### src/rtl/multicore_sysid_regs_pkg.sv
// Shared definitions for the multicore system-ID register block:
// register word addresses, CTRL bit positions and the byte-lane merge helper.
package multicore_sysid_pkg;

  typedef logic [31:0] word_t;

  // Word addresses of the fixed registers; scratch words follow ADDR_SCRATCH0.
  localparam int ADDR_SYSID    = 0;
  localparam int ADDR_TS       = 1;
  localparam int ADDR_INFO     = 2;
  localparam int ADDR_CTRL     = 3;
  localparam int ADDR_UPLO     = 4;
  localparam int ADDR_UPHI     = 5;
  localparam int ADDR_SCRATCH0 = 6;

  // CTRL register bit positions.
  localparam int CTRL_EN  = 0;
  localparam int CTRL_CLR = 1;

  // Replace only the byte lanes whose enable bit is set.
  function automatic word_t apply_byteenable(input word_t      old_word,
                                             input word_t      new_word,
                                             input logic [3:0] be);
    word_t merged;
    merged = old_word;
    for (int lane = 0; lane < 4; lane++) begin
      if (be[lane]) merged[lane*8 +: 8] = new_word[lane*8 +: 8];
    end
    return merged;
  endfunction

endpackage

### src/rtl/multicore_sysid_regs_if.sv
// Avalon-MM slave bus bundle for the system-ID block (no waitrequest).
interface multicore_sysid_regs_if
  import multicore_sysid_pkg::*;
#(
  parameter int ADDR_W = 4
);
  logic [ADDR_W-1:0] address;
  logic              read;
  logic              write;
  word_t             writedata;
  logic [3:0]        byteenable;
  word_t             readdata;
  logic              readdatavalid;

  modport master (
    output address, read, write, writedata, byteenable,
    input  readdata, readdatavalid
  );

  modport slave (
    input  address, read, write, writedata, byteenable,
    output readdata, readdatavalid
  );
endinterface

### src/rtl/multicore_sysid_regs_read_pipe.sv
// Fixed-latency read-return pipeline: LATENCY stages of data+valid.
// Data stages load only alongside a valid bit, so the output word holds
// its last returned value while readdatavalid is low.
module sysid_read_pipe #(
  parameter int LATENCY = 1,
  parameter int WIDTH   = 32
) (
  input  logic             clock,
  input  logic             reset,
  input  logic             in_valid_i,
  input  logic [WIDTH-1:0] in_data_i,
  output logic             out_valid_o,
  output logic [WIDTH-1:0] out_data_o
);

  logic [LATENCY-1:0] valid_q;
  logic [WIDTH-1:0]   data_q [LATENCY];

  // Shift the accepted read result toward the output, one stage per clock.
  always_ff @(posedge clock or posedge reset) begin
    if (reset) begin
      valid_q <= '0;
      for (int i = 0; i < LATENCY; i++) data_q[i] <= '0;
    end else begin
      valid_q[0] <= in_valid_i;
      if (in_valid_i) data_q[0] <= in_data_i;
      for (int i = 1; i < LATENCY; i++) begin
        valid_q[i] <= valid_q[i-1];
        if (valid_q[i-1]) data_q[i] <= data_q[i-1];
      end
    end
  end

  assign out_valid_o = valid_q[LATENCY-1];
  assign out_data_o  = data_q[LATENCY-1];

endmodule

### src/rtl/multicore_sysid_regs.sv
// System-ID register block for the multicore Sobel platform: identity
// words, a 64-bit uptime counter with coherent LO/HI reads, one scratch
// word per core, and a configurable-latency read return path.
module multicore_sysid_regs
  import multicore_sysid_pkg::*;
#(
  parameter logic [31:0] SYSTEM_ID    = 32'h0000_0000,
  parameter logic [31:0] TIMESTAMP    = 32'h0000_0000,
  parameter int          NUM_CORES    = 4,
  parameter logic [7:0]  VERSION      = 8'h02,
  parameter int          ADDR_W       = 4,   // 2**ADDR_W must cover 6+NUM_CORES words
  parameter int          READ_LATENCY = 1
) (
  input logic                    clock,
  input logic                    reset,
  multicore_sysid_regs_if.slave  bus
);

  logic [ADDR_W-1:0] addr;
  assign addr = bus.address;

  logic        en_q, en_d;
  logic [63:0] uptime_q, uptime_d;
  word_t       hi_shadow_q, hi_shadow_d;
  word_t       scratch_q [NUM_CORES];
  word_t       scratch_d [NUM_CORES];
  word_t       rd_data;

  // Select the read word from the current (pre-write) register state.
  always_comb begin
    // NOTE: every output of a combinational block gets a default first;
    // a path that leaves one unassigned would infer a latch.
    rd_data = '0;
    case (addr)
      ADDR_W'(ADDR_SYSID): rd_data = SYSTEM_ID;
      ADDR_W'(ADDR_TS):    rd_data = TIMESTAMP;
      ADDR_W'(ADDR_INFO):  rd_data = {16'h0000, VERSION, 8'(NUM_CORES)};
      ADDR_W'(ADDR_CTRL):  rd_data = {31'h0, en_q};
      ADDR_W'(ADDR_UPLO):  rd_data = uptime_q[31:0];
      ADDR_W'(ADDR_UPHI):  rd_data = hi_shadow_q;
      default: ;
    endcase
    for (int i = 0; i < NUM_CORES; i++) begin
      if (addr == ADDR_W'(ADDR_SCRATCH0 + i)) rd_data = scratch_q[i];
    end
  end

  // Next-state: counter increment, CTRL/scratch writes, HI shadow capture.
  always_comb begin
    en_d        = en_q;
    uptime_d    = en_q ? uptime_q + 64'd1 : uptime_q;
    hi_shadow_d = hi_shadow_q;
    for (int i = 0; i < NUM_CORES; i++) scratch_d[i] = scratch_q[i];

    // Reading LO freezes the matching HI half for a following UPTIME_HI read.
    if (bus.read && addr == ADDR_W'(ADDR_UPLO)) hi_shadow_d = uptime_q[63:32];

    if (bus.write) begin
      // CTRL only has bits in lane 0; a write without that lane does nothing.
      if (addr == ADDR_W'(ADDR_CTRL) && bus.byteenable[0]) begin
        en_d = bus.writedata[CTRL_EN];
        if (bus.writedata[CTRL_CLR]) uptime_d = '0;
      end
      for (int i = 0; i < NUM_CORES; i++) begin
        if (addr == ADDR_W'(ADDR_SCRATCH0 + i))
          scratch_d[i] = apply_byteenable(scratch_q[i], bus.writedata, bus.byteenable);
      end
    end
  end

  // Register state update with asynchronous reset.
  always_ff @(posedge clock or posedge reset) begin
    // NOTE: state registers use non-blocking assignment so every flop
    // samples pre-edge values regardless of block evaluation order.
    if (reset) begin
      en_q        <= 1'b1;
      uptime_q    <= '0;
      hi_shadow_q <= '0;
      // NOTE: the scratch array is a handful of flops, not a RAM macro,
      // so it is reset like any other register and software sees zeros.
      for (int i = 0; i < NUM_CORES; i++) scratch_q[i] <= '0;
    end else begin
      en_q        <= en_d;
      uptime_q    <= uptime_d;
      hi_shadow_q <= hi_shadow_d;
      for (int i = 0; i < NUM_CORES; i++) scratch_q[i] <= scratch_d[i];
    end
  end

  sysid_read_pipe #(
    .LATENCY (READ_LATENCY),
    .WIDTH   (32)
  ) u_read_pipe (
    .clock       (clock),
    .reset       (reset),
    .in_valid_i  (bus.read),
    .in_data_i   (rd_data),
    .out_valid_o (bus.readdatavalid),
    .out_data_o  (bus.readdata)
  );

endmodule

### src/flat_wrapper.sv
// flat-port wrapper written by rule: the top's interface ports become plain ports
module multicore_sysid_regs_flat import multicore_sysid_pkg::*;
#(
  parameter logic [31:0] SYSTEM_ID    = 32'h0000_0000,
  parameter logic [31:0] TIMESTAMP    = 32'h0000_0000,
  parameter int          NUM_CORES    = 4,
  parameter logic [7:0]  VERSION      = 8'h02,
  parameter int          ADDR_W       = 4,                                            
  parameter int          READ_LATENCY = 1
)
  (clock, reset, bus_address, bus_read, bus_write, bus_writedata, bus_byteenable, bus_readdata, bus_readdatavalid);
  multicore_sysid_regs_if #(.ADDR_W(ADDR_W)) bus_i ();
  input logic clock;
  input logic reset;
  input wire logic [$bits(bus_i.address)-1:0] bus_address;
  input wire logic [$bits(bus_i.read)-1:0] bus_read;
  input wire logic [$bits(bus_i.write)-1:0] bus_write;
  input wire logic [$bits(bus_i.writedata)-1:0] bus_writedata;
  input wire logic [$bits(bus_i.byteenable)-1:0] bus_byteenable;
  output wire logic [$bits(bus_i.readdata)-1:0] bus_readdata;
  output wire logic [$bits(bus_i.readdatavalid)-1:0] bus_readdatavalid;
  assign bus_i.address = bus_address;
  assign bus_i.read = bus_read;
  assign bus_i.write = bus_write;
  assign bus_i.writedata = bus_writedata;
  assign bus_i.byteenable = bus_byteenable;
  assign bus_readdata = bus_i.readdata;
  assign bus_readdatavalid = bus_i.readdatavalid;
  multicore_sysid_regs #(.SYSTEM_ID(SYSTEM_ID), .TIMESTAMP(TIMESTAMP), .NUM_CORES(NUM_CORES), .VERSION(VERSION), .ADDR_W(ADDR_W), .READ_LATENCY(READ_LATENCY)) u_core (.clock(clock), .reset(reset), .bus(bus_i));
endmodule
### config.mk
export PLATFORM = sky130hd
export DESIGN_NAME = multicore_sysid_regs_flat
export DESIGN_NICKNAME = d
export VERILOG_FILES = /design/src/rtl/multicore_sysid_regs_pkg.sv /design/src/rtl/multicore_sysid_regs_if.sv /design/src/rtl/multicore_sysid_regs_read_pipe.sv /design/src/rtl/multicore_sysid_regs.sv /design/src/flat_wrapper.sv
export SDC_FILE = /design/constraint.sdc
export NUM_CORES = 1
export LEC_CHECK = 0
export CELL_PAD_IN_SITES_DETAIL_PLACEMENT = 2
export CELL_PAD_IN_SITES_GLOBAL_PLACEMENT = 2
export CORE_ASPECT_RATIO = 0.8
export CORE_UTILIZATION = 43
export CTS_BUF_LIST = sky130_fd_sc_hd__clkbuf_2 sky130_fd_sc_hd__clkbuf_4 sky130_fd_sc_hd__clkbuf_8
export DETAILED_ROUTE_END_ITERATION = 16
export GPL_TIMING_DRIVEN = 0
export PLACE_DENSITY = 0.79
export SYNTH_ARGS = -nofsm -noshare
export SYNTH_HDL_FRONTEND = slang
export SYNTH_SLANG_ARGS = --single-unit
### constraint.sdc
create_clock -name clock -period 9.58 [get_ports clock]
set_input_delay 1.916 -clock clock [delete_from_list [all_inputs] [get_ports clock]]
set_output_delay 1.916 -clock clock [all_outputs]
set_load 0.005 [all_outputs]
==> reports/metrics.cfg, run 1 <==
[run]
cap_violations = 0

[synthesis]
yosys.cell_count.top_type = dfrtp_1
synth_largest_area_cell = dfrtp_1
ys_seq_area_share_pct = 54.1
syn-num-nets = 1010
yosys-top-cells-area = dfrtp_1, mux2_2, mux4_2
synthTopCellsByCount = dfrtp_1, mux2_2, nor2_1
synth_area_sq_um = 11900
synth_edf_count = 0
netlist.area_leader.share_pct = 53.9
synth-seq-cells = 258
async_flop_share_pct = 100
ys_warn_count = 0
synth_cell_type_count = 50
syn_inst = 965
syn_avg_cell_area_sq_um = 12.4
synth_ff_type = dfrtp_1

[route]
drtIter0Drc = 568
detail_route.wirelength_um = 41300
route.detailed.drc = 0
wl_per_cell_um = 27.8
num_vias = 8990
viasPerCell = 6.05
drtAntennaViolNets = 0
drtPass1Iterations = 5

[placed_design]
finalWeightedCongestion = 0.780
hpwl_um = 27400
portBuffers = 74

[floorplan]
fp.coreArea_sq_um = 27300
initial_utilization_pct = 43.7
die_area_sq_um = 28400
rows = 54
ios = 77
die_w_um = 188
die_y_um = 151

[grt]
grt-ovfl-total = 0
use_met1_pct = 41.2
grt_pass1_vias = 10200
top_usage_layer = met2
grtUsageMet2_pct = 48.7
grt_usage_pct = 30.0
grt_pass1_wl_um = 63800
antenna_found_initial = 1
gr-usage-met3_pct = 5.84
grt_max_degree = 128

[critical_path]
path_max_fanout = 10
cpMostUsedCell = clkbuf_1
reg2reg_slack_ps = 6810
reg2regPathDepth = 7
r2r_start = u_core.en_q$_DFFE_PP1P_
slowest_delay_ps = 680
crit_slowest_cell = buf_1
worstReg2RegEnd = u_core.uptime_q[28]$_DFF_PP0_
worstPathRequired_ps = 10060
critPathArrivalTime_ps = 5090
worst-setup-path-type = input pin to flop
startpoint_type = input pin
critPathCaptureType = flop
crit_chain = clkdlybuf4s50_1 -> clkbuf_1 -> nor2b_1 -> clkbuf_1 -> clkbuf_1 -> buf_1 -> a221oi_1 -> o22ai_1

[clock_tree]
cts-htree-levels = 2
root_buffer = clkbuf_8
cts_setup_buffers = 0
ctsResizeCount = 0
clock-sinks = 258
clk_pin_slew_ps = 70
cts_buffers = 45
clk_path_buf_depth = 3
cts_tree = yes
holdBufCountCts = 0
clk_latency_ps = 570

[timing]
setup_tns_ps = 0
maxSlewHeadroom_pct = 32.9
period_needed_ps = 4620
setup_viol = 0
slew_viol_final = 0
finalHoldViolations = 0
timing.fmax_ghz = 0.217
clock_skew_ps = 15.7
grt_setup_unrepaired = no
finalCritPeriodShare_pct = 48.2
tightestPinTransition_ps = 1000

[power_and_ir_drop]
vdd_ir_drop_max_v = 0.000198
power.density_nw_per_um2 = 242
power_switching_uw = 1110
pwr-share-comb_pct = 19.7
p_seq_share_pct = 47.2
clkPwrFrac_pct = 33.1
power.leakage_uw = 0.00578
intPower_uw = 2320
p_sw_share_pct = 32.2

[layout]
n_antenna_cell = 0
nNetsFinal = 1133
nFillCells = 2626
final_layout_size_suffix_gt1_share_pct = 27.0
syn2layout_area_growth_pct = 18.9
fin_util_pct = 52.0

[status]
outcome = finished clean

[hold_path]
min_path_type = flop to flop
worstHoldEndpoint = u_core.scratch_q[6]$_DFFE_PP0P_
holdCritStartpoint = u_core.scratch_q[6]$_DFFE_PP0P_
min_path_cells = 1

## final cells by class
class	count	area [sq um]	area share [%]
sequential	258	6460	45.5
multi-input combinational	620	5140	36.2
clock buffer	75	920	6.48
timing repair buffer	76	796	5.61
tap	364	455	3.21
buffer	48	198	1.39
inverter	39	154	1.08
clock inverter	5	77.6	0.546
## stage by stage
stage | setup slack (ps) | total power, uW | cells | hold WS (ps) | area [sq um]
after floorplan | 567 | 1960 | 965 | 445 | 11900
after global placement | -3020 | 2190 | 1403 | 484 | 13100
after detailed placement | 4600 | 2270 | 1405 | 491 | 13200
after CTS | 5060 | 3440 | 1485 | 504 | 14200
after global routing | 4850 | 3570 | 1485 | 510 | 14200
final | 4960 | 3430 | 1485 | 504 | 14200
## layout by cell type (no fill, tap or decap), types with 23 or more instances in the layout
cell type	n
a21oi_1	31
a221oi_1	29
clkbuf_1	32
clkbuf_8	57
clkdlybuf4s50_1	74
dfrtp_1	257
inv_1	38
mux2_2	159
mux4_2	29
nand2_1	37
nand3_1	23
nand4_1	27
nor2_1	69
o21ai_0	52
o22ai_1	32
xor2_1	28
## state kept, by name, summed over array words and instances, names as in the netlist
register,flops
u_core.scratch_q,128
u_core.hi_shadow_q,32
u_core.u_read_pipe.out_data_o,32
u_core.uptime_q,64
u_core.u_read_pipe.out_valid_o,1
u_core.en_q,1
## critical path, delay by kind of cell
family                 cells  cell delay, ps
buffers and inverters      5            2580
AOI/OAI and AO/OA          2             380
and+or+nand+nor            1             210
## how the worst max path moves through the flow
stage / startpoint / end / slack, ps
floorplan: reset / u_core.hi_shadow_q[0]$_DFFE_PP0P_ / 570
global placement: reset / u_core.hi_shadow_q[29]$_DFFE_PP0P_ / -3020
detailed placement: bus_address[2] / u_core.u_read_pipe.out_data_o[10]$_DFFE_PP0P_ / 4600
CTS: bus_address[2] / u_core.u_read_pipe.out_data_o[8]$_DFFE_PP0P_ / 5060
global route: bus_address[2] / u_core.u_read_pipe.out_data_o[8]$_DFFE_PP0P_ / 4850
finish: bus_address[2] / u_core.u_read_pipe.out_data_o[8]$_DFFE_PP0P_ / 4960
## kinds of logic (layout without fill, tap and decap cells)
logic type	after synthesis	in the layout	share of synthesized area [%]
DFF	258	258	54.1
xor gates and xnor gates	37	37	2.71
muxes	190	190	20.6
adders and majority gates	1	1	0.105
AOI/OAI and AO/OA	159	159	8.29
buffers and inverters	87	243	2.88
and+or+nand+nor	233	233	11.3
## power by group through the flow
stage / Sequential, uW / Clock, uW / Combinational [uW]
2_1_floorplan: 1500 / 0 / 464
3_3_place_gp: 1590 / 0 / 604
3_5_place_dp: 1620 / 0 / 655
4_1_cts: 1610 / 1150 / 680
5_1_grt: 1650 / 1190 / 732
6_report: 1620 / 1130 / 676
## metal layers
| metal | up-vias | wire length, um |
|---|---|---|
| met5 | - | 0 |
| met4 | 0 | 1010 |
| met3 | 78 | 2250 |
| met2 | 240 | 19700 |
| met1 | 4859 | 18400 |
| li1 | 3813 | - |
No activity file was read; power rests on OpenSTA's default activity.
==> run 2, diff against run 1 <==
--- a/config.mk
+++ b/config.mk
@@ -8,11 +8,11 @@
 export CELL_PAD_IN_SITES_DETAIL_PLACEMENT = 2
 export CELL_PAD_IN_SITES_GLOBAL_PLACEMENT = 2
 export CORE_ASPECT_RATIO = 0.8
-export CORE_UTILIZATION = 43
+export CORE_UTILIZATION = 39
 export CTS_BUF_LIST = sky130_fd_sc_hd__clkbuf_2 sky130_fd_sc_hd__clkbuf_4 sky130_fd_sc_hd__clkbuf_8
 export DETAILED_ROUTE_END_ITERATION = 16
 export GPL_TIMING_DRIVEN = 0
-export PLACE_DENSITY = 0.79
+export PLACE_DENSITY = 0.75
 export SYNTH_ARGS = -nofsm -noshare
 export SYNTH_HDL_FRONTEND = slang
 export SYNTH_SLANG_ARGS = --single-unit
==> constraint.sdc (replaced) <==
create_clock -name clock -period 3.7 [get_ports clock]
set_input_delay 0.74 -clock clock [delete_from_list [all_inputs] [get_ports clock]]
set_output_delay 0.74 -clock clock [all_outputs]
set_load 0.005 [all_outputs]
==> reports/metrics.cfg, run 2 (same netlist as run 1, synthesis figures left out) <==
[placed_design]
hpwl_um = 28000
portBuffers = 74
placed_area_sq_um = 13300
finalWeightedCongestion = 0.798

[timing]
tightestPinTransition_ps = 911
clock_skew_ps = 24.2
maxSlewHeadroom_pct = 39.0
finalHoldViolations = 0
grt_setup_unrepaired = no
finalCritPeriodShare_pct = 88.6
setup_viol = 0
slew_viol_final = 0
timing.fmax_ghz = 0.305
period_needed_ps = 3280

[clock_tree]
holdBufCountCts = 0
cts_setup_buffers = 0
cts-htree-levels = 2
ctsResizeCount = 0
cts_tree = yes
clock-sinks = 258
root_buffer = clkbuf_8
clk_pin_slew_ps = 60
clk_path_buf_depth = 3
cts_buffers = 44
clk_latency_ps = 570

[layout]
nFillCells = 2973
reg_top3 = u_core.scratch_q: 128 flops, u_core.uptime_q: 64 flops
final_layout_size_suffix_gt1_share_pct = 27.2
syn2layout_area_growth_pct = 19.3
layout_common_cells = dfrtp_1, mux2_2, clkdlybuf4s50_1
largest_register_ff_count = 128
final_cell_area_sq_um = 14200
nNetsFinal = 1137
n_antenna_cell = 0
final_common_cell = dfrtp_1
top_register = u_core.scratch_q

[critical_path]
reg2regPathDepth = 7
worstReg2RegEnd = u_core.uptime_q[26]$_DFF_PP0_
path_max_fanout = 10
critPathArrivalTime_ps = 3740
critPathCaptureType = flop
cp-endpoint = u_core.u_read_pipe.out_data_o[4]$_DFFE_PP0P_
worstPathRequired_ps = 4160
reg2reg_slack_ps = 940
worst-setup-path-type = input pin to flop
crit_start = bus_address[2]
r2r_start = u_core.en_q$_DFFE_PP1P_
startpoint_type = input pin

[route]
detail_route.wirelength_um = 38100
drtPass1Iterations = 5
wl_per_cell_um = 24.9
drtAntennaViolNets = 0
num_vias = 8746
drtIter0Drc = 508
route.detailed.drc = 0
viasPerCell = 5.72

[power_and_ir_drop]
clkPwrFrac_pct = 31.3
power_switching_uw = 2710
power.leakage_uw = 0.00576
power.density_nw_per_um2 = 599
intPower_uw = 5810
p_sw_share_pct = 31.8
pwr-share-comb_pct = 19.9
p_seq_share_pct = 48.7
vdd_ir_drop_max_v = 0.000218
p_total_uw = 8520

[grt]
antenna_found_initial = 0
grt_pass1_vias = 9754
grt_pass1_wl_um = 59700
grtUsageMet2_pct = 39.8
grt_usage_pct = 25.4
grt_max_degree = 41
gr-usage-met3_pct = 4.53
grt-ovfl-total = 0
use_met1_pct = 36.2
top_usage_layer = met2

[floorplan]
initial_utilization_pct = 40.2
fp.coreArea_sq_um = 29700
die_area_sq_um = 31300
rows = 56
die_y_um = 159
ios = 77
die_w_um = 198

[run]
cap_violations = 0

[hold_path]
holdCritStartpoint = u_core.scratch_q[21]$_DFFE_PP0P_
min_path_type = flop to flop

[status]
outcome = finished clean

-- run 2: cell types whose count changed in the layout (fill, tap and decap cells not counted) --
cell	delta
buf_12	+7
clkbuf_8	-5
clkbuf_4	+4
buf_16	-2
bufinv_16	-2
clkinvlp_4	+2
inv_8	-1
-- run 2: layer usage --
layer / vias up / wire length, um
met3: 69 / 1530
met5: - / 0
met1: 4674 / 18300
met4: 0 / 971
li1: 3830 / -
met2: 173 / 17300
-- run 2: area by class of cell --
type | instances | area (sq um) | share of cell area [%]
repair buffers | 81 | 881 | 6.19
clock buffers | 74 | 881 | 6.19
clock inverters | 4 | 25.0 | 0.176
inverters | 39 | 150 | 1.05
well taps | 406 | 508 | 3.57
multi-input cells | 620 | 5140 | 36.1
plain buffers | 48 | 198 | 1.39
flip-flops and latches | 258 | 6460 | 45.4
-- run 2: through the flow --
stage               TNS (ps)  utilization, %  std cells  hold WS, ps  worst slack [ps]
floorplan            -112770               -        965          445              -439
global placement     -655510            44.4       1445          483             -2580
detailed placement      -540            44.9       1452          494             -35.6
CTS                        0            47.9       1530          507               542
global route               0            47.9       1530          511               342
finish                     0            47.9       1530          503               424
-- run 2: worst min path at each step --
stage                                              end  slack (ps)  depth (start not counted)
finish                u_core.scratch_q[21]$_DFFE_PP0P_         500                          1
global route        u_core.hi_shadow_q[26]$_DFFE_PP0P_         510                          1
CTS                 u_core.hi_shadow_q[26]$_DFFE_PP0P_         510                          1
detailed placement    u_core.scratch_q[16]$_DFFE_PP0P_         490                          1
global placement      u_core.scratch_q[97]$_DFFE_PP0P_         480                          1
floorplan           u_core.hi_shadow_q[13]$_DFFE_PP0P_         450                          2
-- run 2: power groups by stage --
stage / Clock (uW) / Combinational, uW / Sequential, uW
after floorplan: 0 / 1200 / 3880
after global placement: 0 / 1580 / 4110
after detailed placement: 0 / 1690 / 4180
after CTS: 2720 / 1720 / 4140
after global routing: 2830 / 1860 / 4220
final: 2670 / 1700 / 4150
-- run 2: critical path, stage by stage --
cell and delay [ps]:
clkdlybuf4s50_1 550, clkbuf_1 380, nor2b_1 190, clkbuf_1 280
clkbuf_1 620, buf_1 600, a221oi_1 180, o22ai_1 190
